==> src/rtl/ps2_mouse_packet_rx.sv <==
// PS/2 mouse receiver: synchronizes and filters the PS/2 lines, decodes device-to-host frames
// and assembles 3-byte movement packets into one-cycle delta strobes plus held button states.
module ps2_mouse_packet_rx #(
  parameter int unsigned FILTER_LEN     = 8,
  parameter int unsigned TIMEOUT_CYCLES = 50000
) (
  input  logic       clk,
  input  logic       rst,
  input  logic       ps2_clk,
  input  logic       ps2_data,
  output logic [8:0] xm,
  output logic [8:0] ym,
  output logic       btn_left,
  output logic       btn_right,
  output logic       btn_mid,
  output logic       packet_valid,
  output logic       frame_err
);

  localparam int unsigned FW = $clog2(FILTER_LEN + 1);
  localparam int unsigned TW = $clog2(TIMEOUT_CYCLES + 1);
  localparam logic [FW-1:0] FiltMax = FW'(FILTER_LEN - 1);
  localparam logic [TW-1:0] ToMax   = TW'(TIMEOUT_CYCLES - 1);

  typedef enum logic [1:0] {StIdle, StData, StParity, StStop} state_e;

  logic          clk_s1, clk_s2, dat_s1, dat_s2;
  logic [FW-1:0] filt_cnt;
  logic          filt_q, filt_prev_q;
  logic          fall;

  // Synchronizers idle high so reset does not look like a falling edge.
  always_ff @(posedge clk or posedge rst) begin
    if (rst) begin
      clk_s1 <= 1'b1;
      clk_s2 <= 1'b1;
      dat_s1 <= 1'b1;
      dat_s2 <= 1'b1;
    end else begin
      clk_s1 <= ps2_clk;
      clk_s2 <= clk_s1;
      dat_s1 <= ps2_data;
      dat_s2 <= dat_s1;
    end
  end

  // Filtered level flips only after FILTER_LEN consecutive samples disagree with it.
  always_ff @(posedge clk or posedge rst) begin
    if (rst) begin
      filt_cnt    <= '0;
      filt_q      <= 1'b1;
      filt_prev_q <= 1'b1;
    end else begin
      filt_prev_q <= filt_q;
      if (clk_s2 != filt_q) begin
        if (filt_cnt == FiltMax) begin
          filt_q   <= clk_s2;
          filt_cnt <= '0;
        end else begin
          filt_cnt <= filt_cnt + 1'b1;
        end
      end else begin
        filt_cnt <= '0;
      end
    end
  end

  assign fall = filt_prev_q & ~filt_q;

  state_e        state_q, state_d;
  logic [2:0]    bitcnt_q, bitcnt_d;
  logic [7:0]    shreg_q, shreg_d;
  logic          par_ok_q, par_ok_d;
  logic [1:0]    idx_q, idx_d;
  logic [7:0]    b0_q, b0_d, b1_q, b1_d;
  logic [TW-1:0] to_cnt_q, to_cnt_d;
  logic [8:0]    xm_q, xm_d, ym_q, ym_d;
  logic [2:0]    btn_q, btn_d;
  logic          pv_q, pv_d, err_q, err_d;
  logic          active;

  always_comb begin
    state_d  = state_q;
    bitcnt_d = bitcnt_q;
    shreg_d  = shreg_q;
    par_ok_d = par_ok_q;
    idx_d    = idx_q;
    b0_d     = b0_q;
    b1_d     = b1_q;
    to_cnt_d = to_cnt_q;
    btn_d    = btn_q;
    xm_d     = '0;
    ym_d     = '0;
    pv_d     = 1'b0;
    err_d    = 1'b0;
    active   = (state_q != StIdle) || (idx_q != 2'd0);

    if (fall) begin
      to_cnt_d = '0;
      unique case (state_q)
        StIdle: begin
          if (!dat_s2) begin
            state_d  = StData;
            bitcnt_d = '0;
          end else begin
            err_d = 1'b1;
          end
        end
        StData: begin
          shreg_d  = {dat_s2, shreg_q[7:1]};
          bitcnt_d = bitcnt_q + 1'b1;
          if (bitcnt_q == 3'd7) state_d = StParity;
        end
        StParity: begin
          par_ok_d = ^{shreg_q, dat_s2};
          state_d  = StStop;
        end
        StStop: begin
          state_d = StIdle;
          if (dat_s2 && par_ok_q) begin
            unique case (idx_q)
              2'd0: begin
                // Bit 3 is always set in a first byte; anything else means lost alignment.
                if (shreg_q[3]) begin
                  b0_d  = shreg_q;
                  idx_d = 2'd1;
                end
              end
              2'd1: begin
                b1_d  = shreg_q;
                idx_d = 2'd2;
              end
              2'd2: begin
                idx_d = 2'd0;
                pv_d  = 1'b1;
                xm_d  = b0_q[6] ? 9'd0 : {b0_q[4], b1_q};
                ym_d  = b0_q[7] ? 9'd0 : {b0_q[5], shreg_q};
                btn_d = b0_q[2:0];
              end
              default: idx_d = 2'd0;
            endcase
          end else begin
            err_d = 1'b1;
            idx_d = 2'd0;
          end
        end
        default: state_d = StIdle;
      endcase
    end else if (active) begin
      if (to_cnt_q == ToMax) begin
        state_d  = StIdle;
        idx_d    = 2'd0;
        err_d    = 1'b1;
        to_cnt_d = '0;
      end else begin
        to_cnt_d = to_cnt_q + 1'b1;
      end
    end else begin
      to_cnt_d = '0;
    end
  end

  always_ff @(posedge clk or posedge rst) begin
    if (rst) begin
      state_q  <= StIdle;
      bitcnt_q <= '0;
      shreg_q  <= '0;
      par_ok_q <= 1'b0;
      idx_q    <= 2'd0;
      b0_q     <= '0;
      b1_q     <= '0;
      to_cnt_q <= '0;
      xm_q     <= '0;
      ym_q     <= '0;
      btn_q    <= '0;
      pv_q     <= 1'b0;
      err_q    <= 1'b0;
    end else begin
      state_q  <= state_d;
      bitcnt_q <= bitcnt_d;
      shreg_q  <= shreg_d;
      par_ok_q <= par_ok_d;
      idx_q    <= idx_d;
      b0_q     <= b0_d;
      b1_q     <= b1_d;
      to_cnt_q <= to_cnt_d;
      xm_q     <= xm_d;
      ym_q     <= ym_d;
      btn_q    <= btn_d;
      pv_q     <= pv_d;
      err_q    <= err_d;
    end
  end

  assign xm           = xm_q;
  assign ym           = ym_q;
  assign btn_left     = btn_q[0];
  assign btn_right    = btn_q[1];
  assign btn_mid      = btn_q[2];
  assign packet_valid = pv_q;
  assign frame_err    = err_q;

endmodule

==> config.mk <==
export PLATFORM = sky130hd
export DESIGN_NAME = ps2_mouse_packet_rx
export DESIGN_NICKNAME = d
export VERILOG_FILES = /design/src/rtl/ps2_mouse_packet_rx.sv
export SDC_FILE = /design/constraint.sdc
export NUM_CORES = 1
export LEC_CHECK = 0
export BUFFER_PORTS_ARGS = -buffer_cell sky130_fd_sc_hd__buf_2
export CAP_MARGIN = 20
export CORE_ASPECT_RATIO = 0.6
export CORE_UTILIZATION = 45
export DETAILED_ROUTE_END_ITERATION = 10
export PLACE_DENSITY = 0.71
export REMOVE_ABC_BUFFERS = 1
export SYNTH_ARGS = -nofsm -noshare
export SYNTH_HDL_FRONTEND = slang
export SYNTH_SLANG_ARGS = --single-unit
==> constraint.sdc <==
create_clock -name clk -period 2.9 [get_ports clk]
set_input_delay 0.435 -clock clk [delete_from_list [all_inputs] [get_ports clk]]
set_output_delay 0.435 -clock clk [all_outputs]
set_load 0.005 [all_outputs]
**After elaboration in Yosys (flattened, before gate mapping)**

Cells that the tools add are included.

- Word-level logic and storage cells: 96
- Bits in registers: 81

- Equal/unequal tests: 14
- Bitwise logic cells: 2
- Reduce and logical (&&, ||, !) cells: 19
- Add/subtract/negate cells: 3
- Mux-type cells: 38

Operators by type and width:

| operator | count |
|---|---|
| 2-to-1 mux 9 bit | 10 |
| 2-to-1 mux 16 bit | 3 |
| 2-to-1 mux 2 bit | 9 |
| adder 16 x 1 -> 16 bit (second input constant) | 1 |
| == test 16 bit (second input constant) | 1 |
| AND reduction 4 bit | 4 |
| nonzero test 2 bit | 5 |
| 2-to-1 mux 1 bit | 9 |
| parity 9 bit | 1 |
| 2-to-1 mux 4 bit | 2 |
| one-hot mux 2 bit (4 select lines) | 1 |
| == test 2 bit (second input constant) | 3 |
| inequality test 3 bit (second input constant) | 2 |
| one-hot mux 3 bit (2 select lines) | 1 |
| AND reduction 2 bit | 3 |
| AND reduction 5 bit | 1 |
| adder 4 x 1 -> 4 bit (second input constant) | 1 |
| == test 2 x 1 -> 1 bit (second input constant) | 2 |
| == test 4 x 3 -> 1 bit (second input constant) | 1 |
| zero test 2 bit | 2 |
| inequality test 4 bit (second input constant) | 1 |
| one-hot mux 2 bit (2 select lines) | 1 |
| adder 3 x 1 -> 3 bit (second input constant) | 1 |
| == test 3 bit (second input constant) | 1 |
| other kinds (10) | 10 |

**Longest topological paths before layout**

Gate-level depths: netlist of run 1.

- Word-level depth: 5
- Mapped depth: 6
- Gate-level depth less buffers: 6

**Worst setup path after synthesis of run 1**

No wires, ideal clock.

- Path kind: register -> register
- Start point: register filt_prev_q
- End point: register b0_q[5]
- Path buffers: 1
- Library setup time: 127 ps
- Clock period less this slack: 1846 ps
- Data arrival time: 1719 ps
- Setup slack: 1054 ps
- Cell stages (with the launch flop): 6
- Required time: 2773 ps
- Cells stage by stage: dfstp_2 nor2b_1 buf_2 nand2_1 nor4_4 mux2_1

- Cells in the longest elaborated chain, start to end: 2

RTL lines:

| what | line | source |
|---|---|---|
| start, declared | 29 | `logic filt_q, filt_prev_q;` |
| start signal, assigned | 54 | `filt_prev_q <= filt_q;` |
| bitwise AND 1 bit | 68 | `assign fall = filt_prev_q & ~filt_q;` |
| AND reduction 5 bit (no source line) | -- |  |
| end signal, assigned | 170 | `b0_q <= '0;` |
| end signal, assigned | 184 | `b0_q <= b0_d;` |
| end, declared | 75 | `logic [7:0] b0_q, b0_d, b1_q, b1_d;` |

Every way passes these cells.
A chain may end at the register's enable or synchronous reset.

**Worst setup path after layout of run 1**

- Start point: register filt_prev_q
- End point: register b0_q[1]

Same word-level chain as after synthesis.

==> flow_summary.toml, run 1 <==
[synthesis]
syn_inst = 262
synth_edf_count = 0
ys_seq_area_share_pct = 60.3
yosysMostFrequentCell = "dfrtp_1"
netlist.area_leader.share_pct = 55.5
synthTopCellsByArea = "dfrtp_1, mux2_1, dfstp_2"
synth_cell_types = 42
synthFlopType = "dfrtp_1"
async_reset_ff_share_pct = 100
synth_top_area_cell = "dfrtp_1"
syn_area_sq_um = 3330
synthTopCellsByCount = "dfrtp_1, nor2_1, and2_1, xnor2_1, mux2_1"
syn_area_per_cell_sq_um = 12.7
yosysWarnings = 0
ys_seq_elements = 80

[sta]
min_period_ps = 2050
fin_setup_tns_ps = 0
tightestPinTransition_ps = 664
slew_viol_final = 0
final-hold-violation-count = 0
timing.clock.skew_ps = 4.04
fmax_mhz = 487
slew_headroom_pct = 55.4
fin_crit_sh_pct = 70.7
final-setup-viol-count = 0
holdWs_ps = 106
grt_setup_unrepaired = "false"

[cells_and_area]
nFillCells = 582
antenna_cells = 0
syn_to_final_growth_pct = 17.0
multi_input_area_sq_um = 1270
ff_latch_area_sq_um = 2010
drive_above_1_share_pct = 24.3
final_cells = 391
nNetsFinal = 311

[global_route]
overflow = 0
grt_pass1_vias = 2061
met2_usage_pct = 26.1
grt.busiest_layer = "met2"
global_route.usage.met3_pct = 5.77
grt_pass1_wl_um = 10300
use_met1_pct = 25.2
grtUsageTotal_pct = 18.1
antenna_found_initial = 0
grt_max_degree = 55

[clock_tree]
post-cts-setup-buffers = 0
h-tree-depth = 3
root_buffer = "clkbuf_16"
cts_hold_buf = 0
clkLatencyLatePin_ps = 330
cts.clk_slew.worst_paths_ps = 60
cts_resized = 0
cts_buffers = 9
clock-sinks = 80
cts_tree = "built"
clock_path_buffers = 2

[critical_path]
critical_path_class = "reg -> reg"
worst-endpoint-arrival_ps = 2260
start_kind = "flop"
worstPathRequired_ps = 3110
critical_path_peak_fanout = 8
worst_setup_path_end_kind = "flop"

[power_and_ir_drop]
p_leak_nw = 1.88
total_power_mw = 2.57
powerDensity_nw_per_um2 = 659
ir_drop_mv = 0.461

[placed_design]
io_buffers = 26
gp_congestion = 0.801
placed_cells = 375
hpwl_um = 4100

[floorplanning]
pin_count = 27
die_w_um = 113
die_h_um = 68.7
start_util_pct = 48.3
core-area_sq_um = 6910
fp-row-count = 23
die_area_sq_um = 7770

[status]
outcome = "finished clean"

[detailed_routing]
vias_per_cell = 5.17
drc = 0
routedWlPerCell_um = 15.2
postRouteAntennaNets = 0
first_pass_iters = 4
wirelength_um = 5930
vias = 2022
drt-initial-drc-count = 137

[worst_hold_path]
hold_path_class = "in -> async"

[job]
drv_cap = 0
## final timing paths
check,start,end,slack [ps],depth (start not counted)
setup / recovery,filt_prev_q,b0_q[1],850,5
hold / removal,rst,xm[6],110,2
setup reg to reg,filt_prev_q,b0_q[1],850,5
hold reg to reg,clk_s1,clk_s2,360,0
max in group asynchronous,rst,ym[5],2160,3
min in group clk,ps2_clk,clk_s1,200,1
## cells in the final DEF, fill, tap and decap left out, types with 2 or more instances in the layout
| cell type | netlist | final |
|---|---|---|
| nor4_4 | 2 | 2 |
| nor2_1 | 25 | 25 |
| o21ai_0 | 4 | 4 |
| or3_1 | 2 | 2 |
| dfrtp_1 | 74 | 74 |
| nand3_2 | 2 | 2 |
| clkbuf_8 | 0 | 2 |
| xor2_1 | 4 | 4 |
| nor4_1 | 3 | 3 |
| buf_2 | 1 | 26 |
| nand4b_1 | 2 | 2 |
| inv_1 | 10 | 9 |
| dfstp_2 | 6 | 6 |
| and2_1 | 18 | 18 |
| xnor2_1 | 16 | 16 |
| clkinv_2 | 0 | 3 |
| nand2_1 | 13 | 13 |
| mux2_1 | 15 | 15 |
| a21oi_1 | 4 | 4 |
| ha_1 | 8 | 8 |
| clkinvlp_4 | 0 | 2 |
| clkbuf_16 | 0 | 9 |
| nand4_1 | 2 | 2 |
| a31o_2 | 4 | 4 |
| nand3_1 | 7 | 7 |
| a21boi_0 | 2 | 2 |
| nand2b_1 | 4 | 4 |
| mux2_2 | 12 | 12 |
| nor3_1 | 4 | 4 |
| nor2b_1 | 2 | 2 |
## layer usage
metal	share of wire (%)	vias to the layer above
li1	-	967
met1	55	1004
met2	40	41
met3	3.8	10
met4	1.5	0
met5	0	-
## kinds of logic after synthesis
| family | share of synthesized area, % |
|---|---|
| flip-flops | 60.3 |
| XOR/XNOR | 5.93 |
| AO/OA/AOI/OAI | 4.02 |
| adder cells (fa/ha/maj) | 3.00 |
| AND/OR/NAND/NOR | 15.9 |
| multiplexers | 9.42 |
| buffers and inverters | 1.50 |
## final cells by class
| type | count | share of cell area [%] |
|---|---|---|
| clock inverter | 5 | 1.41 |
| sequential | 80 | 51.5 |
| tap | 87 | 2.79 |
| inverter | 11 | 1.09 |
| multi-input combinational | 169 | 32.7 |
| timing repair buffer | 28 | 4.04 |
| clock buffer | 11 | 6.48 |
## critical path, stage by stage, from the launching register on
cell	delay, ps
dfstp_2	530
nor2b_1	120
buf_4	160
nand2_1	170
nor4_4	570
mux2_1	380
## registers in the layout, indices dropped and copies added, names as in the netlist
signal,cells
b0_q,7
b1_q,8
bitcnt_q,3
btn_q,3
clk_s1,1
clk_s2,1
dat_s1,1
dat_s2,1
filt_cnt,4
filt_prev_q,1
filt_q,1
frame_err,1
idx_q,2
packet_valid,1
par_ok_q,1
shreg_q,8
state_q,2
to_cnt_q,16
xm,9
ym,9
## metrics by stage
| stage | worst slack (ps) | utilization, % | instance area, sq um |
|---|---|---|---|
| 2_1_floorplan | 423 | - | 3330 |
| 3_3_place_gp | 883 | 52.0 | 3590 |
| 3_5_place_dp | 846 | 52.0 | 3590 |
| 4_1_cts | 839 | 56.5 | 3900 |
| 5_1_grt | 713 | 56.5 | 3900 |
| 6_report | 849 | 56.5 | 3900 |
## power breakdown
group | leakage, nW | switching (mW) | internal (mW)
combinational | 0.639 | 0.136 | 0.0876
sequential | 1.09 | 0.0459 | 1.17
clock | 0.148 | 0.418 | 0.709
total | 1.88 | 0.601 | 1.97
Power figures use the tool's default switching activity.
==> run 2: changes to the inputs <==
==> constraint.sdc (replaced) <==
create_clock -name clk -period 1.9 [get_ports clk]
set_input_delay 0.285 -clock clk [delete_from_list [all_inputs] [get_ports clk]]
set_output_delay 0.285 -clock clk [all_outputs]
set_load 0.005 [all_outputs]
==> run 2 against run 1 <==
Effect of this change:
- sequential power grew 52%
- final cell count grew 2.6%
- final area up 1.5%
- clock power up 44%
- critical path depth shrank 1
- critical endpoint is now to_cnt_q[15]
==> flow_summary.toml, run 2 (synthesis results as in run 1) <==
[worst_hold_path]
hold_start = "ps2_data"
hold_path_class = "in -> reg"

[cells_and_area]
antenna_cells = 0
mostFrequentLayoutCells = "dfrtp_1, buf_2, nor2_1, and2_1, xnor2_1"
multi_input_area_sq_um = 1280
fin_util_pct = 57.3
final_common_cell = "dfrtp_1"
nFillCells = 573
largest_reg_flops = 16
nNetsFinal = 321
ff_latch_area_sq_um = 2010
drive_above_1_share_pct = 26.4
final_cells = 401
syn_to_final_growth_pct = 18.7
largest-register = "to_cnt_q"

[power_and_ir_drop]
p_leak_nw = 1.93
ir_drop_mv = 0.643
powerDensity_nw_per_um2 = 972
total_power_mw = 3.85

[sta]
timing.clock.skew_ps = 6.00
slew_headroom_pct = 64.0
slew_viol_final = 0
final-hold-violation-count = 0
min_period_ps = 1750
fin_crit_sh_pct = 91.9
final-setup-viol-count = 0
fmax_mhz = 573
fin_setup_tns_ps = 0
tightestPinTransition_ps = 539
grt_setup_unrepaired = "false"

[clock_tree]
post-cts-setup-buffers = 0
clkLatencyLatePin_ps = 340
cts_buffers = 9
h-tree-depth = 3
cts_tree = "built"
root_buffer = "clkbuf_16"
cts.clk_slew.worst_paths_ps = 60
clock_path_buffers = 2
clock-sinks = 80

[critical_path]
worst_setup_path_end_kind = "flop"
r2r-start = "to_cnt_q[5]"
critical_path_class = "reg -> reg"
critPathLaunch = "to_cnt_q[5]"
worstPathRequired_ps = 2160
start_kind = "flop"
worst-endpoint-arrival_ps = 2010
critical_path_peak_fanout = 6

[global_route]
grt_pass1_vias = 2077
antenna_found_initial = 0
grt_pass1_wl_um = 10400
grtUsageTotal_pct = 18.2
overflow = 0
grt_max_degree = 37

[floorplanning]
core-area_sq_um = 6910
fp-row-count = 23
die_h_um = 68.7
die_area_sq_um = 7770
start_util_pct = 48.3
die_w_um = 113
pin_count = 27

[detailed_routing]
vias = 2038
wirelength_um = 5960
drt-initial-drc-count = 62
postRouteAntennaNets = 0
first_pass_iters = 4
routedWlPerCell_um = 14.9
vias_per_cell = 5.08
drc = 0

[job]
drv_cap = 0

[placed_design]
hpwl_um = 4210
placed_cells = 384
gp_congestion = 0.805
io_buffers = 26

[status]
outcome = "finished clean"
[run 2: cell count changes in the layout (fill, tap and decap cells not counted), sizes merged]
cell and delta:
dlygate4sd3 +1, clkinvlp -2, buf +9, bufinv -1, clkbuf +2, clkinv +1
[run 2: report_power, final]
group / internal (mW) / switching [mW]
logic: 0.147 / 0.212
registers: 1.79 / 0.0656
clock network: 0.985 / 0.647
total: 2.92 / 0.925
[run 2: layout make-up]
type | instances | share of cell area, %
Multi-Input combinational cell | 169 | 32.3
Timing Repair Buffer | 38 | 5.94
Tap cell | 87 | 2.75
Inverter | 11 | 1.07
Sequential cell | 80 | 50.8
Clock buffer | 13 | 6.83
Clock inverter | 3 | 0.379
[run 2: per-stage QoR]
stage	setup WS (ps)	hold WS, ps	cell area, sq um
global placement	188	338	3660
detailed placement	137	345	3660
finish	153	48.0	3960
floorplan	-427	289	3330
global route	31.8	41.4	3960
CTS	126	34.5	3960
[run 2: repair_timing]
item | in CTS | in global routing
gates resized for setup | 0 | 1
hold buffers | 1 | 0
endpoints found under the setup margin | 0 | 6
hold endpoints to repair | 24 | 0
[run 2: path summary, 6_finish.rpt]
| path | to | slack (ps) | cells after the start |
|---|---|---|---|
| max | to_cnt_q[15] | 150 | 4 |
| min | dat_s1 | 50 | 1 |
| min reg2reg | clk_s2 | 350 | 0 |
| max reg2reg | to_cnt_q[15] | 150 | 4 |
| min in group asynchronous | filt_cnt[3] | 520 | 3 |
| max in group asynchronous | clk_s2 | 800 | 4 |
[run 2: routing by layer]
metal | vias to the layer above | global-route usage, % | share of wire (%)
met3 | 9 | 5.59 | 4.2
met4 | 0 | 7.40 | 1.6
met2 | 37 | 25.4 | 39
met1 | 1001 | 26.3 | 55
met5 | - | 0 | 0
li1 | 991 | - | -
[run 2: critical path, cell delays in order (launching register included)]
cell and delay [ps]:
dfrtp_1 420, nand3_2 160, or4_4 600, or3_1 360, a21oi_1 140
==> run 3: changes to the inputs <==
--- a/config.mk
+++ b/config.mk
@@ -7,10 +7,8 @@
 export LEC_CHECK = 0
 export BUFFER_PORTS_ARGS = -buffer_cell sky130_fd_sc_hd__buf_2
 export CAP_MARGIN = 20
-export CORE_ASPECT_RATIO = 0.6
 export CORE_UTILIZATION = 45
 export DETAILED_ROUTE_END_ITERATION = 10
-export PLACE_DENSITY = 0.71
 export REMOVE_ABC_BUFFERS = 1
 export SYNTH_ARGS = -nofsm -noshare
 export SYNTH_HDL_FRONTEND = slang
==> constraint.sdc (replaced) <==
create_clock -name clk -period 1.73 [get_ports clk]
set_input_delay 0.2595 -clock clk [delete_from_list [all_inputs] [get_ports clk]]
set_output_delay 0.2595 -clock clk [all_outputs]
set_load 0.005 [all_outputs]
==> run 3 against run 2 <==
Effect of this change:
- via count grew 1.0%
- first-iteration DRC count shrank 16%
- flip-flop and latch count did not move
- count of clock-buffer cells in the layout decreased by 3
- sequential power grew 9%
- global-route usage decreased by 2.1 points
- routed wire length decreased by 8.1%
- worst setup slack worse by 67 ps
- final cell count up 7.7%
- die area is 0.14% lower
- clock skew rose by 3.9 ps
- largest cell class unchanged
==> flow_summary.toml, run 3 (synthesis results as in run 1) <==
[detailed_routing]
m1WireLength_um = 2460
drc = 0
wirelength_um = 5470
first_pass_iters = 4
routed-wl-met3_um = 129
vias = 2059
vias_per_cell = 4.77
dr_wl_met2_um = 2800
drt-initial-drc-count = 52
routedWlPerCell_um = 12.7
postRouteAntennaNets = 0
highest_layer = "met4"

[cells_and_area]
antenna_cells = 0
final_common_cell = "dfrtp_1"
ff_latch_area_sq_um = 2010
mostFrequentLayoutCells = "dfrtp_1, buf_2, nor2_1, buf_4, and2_1"
syn_to_final_growth_pct = 21.8
nNetsFinal = 340
largest-register = "to_cnt_q"
multi_input_area_sq_um = 1280
fin_area_sq_um = 4060
nFillCells = 619
largest_reg_flops = 16
drive_above_1_share_pct = 31.2

[placed_design]
hpwl_um = 3760
gp_congestion = 0.800
pre_cts_slack_ps = -26.9
io_buffers = 26
placed_area_sq_um = 3770

[sta]
final-setup-viol-count = 0
fin_crit_sh_pct = 95.0
fmax_mhz = 609
slew_viol_final = 0
fin_setup_tns_ps = 0
slew_headroom_pct = 72.7
final-hold-violation-count = 0
grt_setup_unrepaired = "false"
timing.clock.skew_ps = 9.91
tightestPinTransition_ps = 409
min_period_ps = 1640
setup_ws_ps = 86.7

[worst_hold_path]
hold_path_class = "reg -> reg"
holdPathStages = 0

[clock_tree]
cts_buffers = 9
cts.clk_slew.worst_paths_ps = 80
h-tree-depth = 3
cts_tree = "built"
clkLatencyLatePin_ps = 340
clock-sinks = 80
clock_path_buffers = 2
root_buffer = "clkbuf_8"

[floorplanning]
die_area_sq_um = 7760
core-area_sq_um = 7210
die_h_um = 88.1
fp-row-count = 31
die_w_um = 88.1
start_util_pct = 46.2
pin_count = 27

[critical_path]
critical_path_peak_fanout = 4
reg2reg_depth = 4
worst-endpoint-arrival_ps = 1910
critical_path_class = "reg -> reg"
worstPathRequired_ps = 1990
worst_setup_path_end_kind = "flop"
start_kind = "flop"

[global_route]
grtUsageTotal_pct = 16.1
grt_pass1_vias = 2043
grt_pass1_wl_um = 9360
grt_max_degree = 81
overflow = 0
antenna_found_initial = 0

[job]
drv_cap = 0

[power_and_ir_drop]
powerDensity_nw_per_um2 = 944
total_power_mw = 3.83
ir_drop_mv = 0.416
p_leak_nw = 1.99

[status]
outcome = "finished clean"
-- run 3: cell count changes in the layout (fill, tap and decap cells not counted), sizes merged --
cell	before	now
clkinv	4	5
clkbuf	13	10
inv	10	11
dlygate4sd3	1	3
buf	37	54
bufinv	0	1
-- run 3: worst max-delay path, cell delays in order, from the launching register on --
cell	delay, ps
dfrtp_2	400
nand3_2	100
or4_4	560
or3_1	370
a21oi_1	150
-- run 3: final timing paths --
check                             from  slack, ps           end
max                        to_cnt_q[3]         90  to_cnt_q[15]
min                             dat_s1        360        dat_s2
max reg2reg                to_cnt_q[3]         90  to_cnt_q[15]
min reg2reg                     dat_s1        360        dat_s2
max in group asynchronous          rst        840        dat_s2
min in group asynchronous          rst        530      btn_q[1]
-- run 3: repair_timing --
item                                    in CTS  in global routing
hold buffers                                 2                  1
cloned                                       0                  0
pin swaps                                    0                  3
buffers inserted                             0                  6
endpoints found under the setup margin       7                 27
hold endpoints to repair                     3                  1
gates resized for setup                      2                  3
-- run 3: layer usage --
metal | vias to the layer above | track usage (%)
met4 | 0 | 6.60
met5 | - | 0
met3 | 8 | 3.96
li1 | 1029 | -
met1 | 989 | 19.4
met2 | 33 | 27.7
-- run 3: cell type report --
class | count | area share (%)
flip-flops and latches | 80 | 49.5
multi-input cells | 169 | 31.6
repair buffers | 57 | 9.82
clock buffers | 10 | 3.39
well taps | 99 | 3.05
clock inverters | 6 | 1.63
inverters | 11 | 1.05
-- run 3: per-stage QoR --
step | std cells | util [%] | hold slack, ps
CTS | 425 | 55.4 | 3.35
global route | 432 | 56.3 | 366
floorplan | 260 | - | 264
finish | 432 | 56.3 | 357
global placement | 407 | 52.3 | 346
detailed placement | 407 | 52.3 | 347
-- run 3: report_power, final --
group / total [mW] / leakage (nW) / switching, mW / internal, mW
clock network: 1.38 / 0.107 / 0.667 / 0.711
logic: 0.426 / 0.787 / 0.231 / 0.195
registers: 2.03 / 1.09 / 0.0655 / 1.96
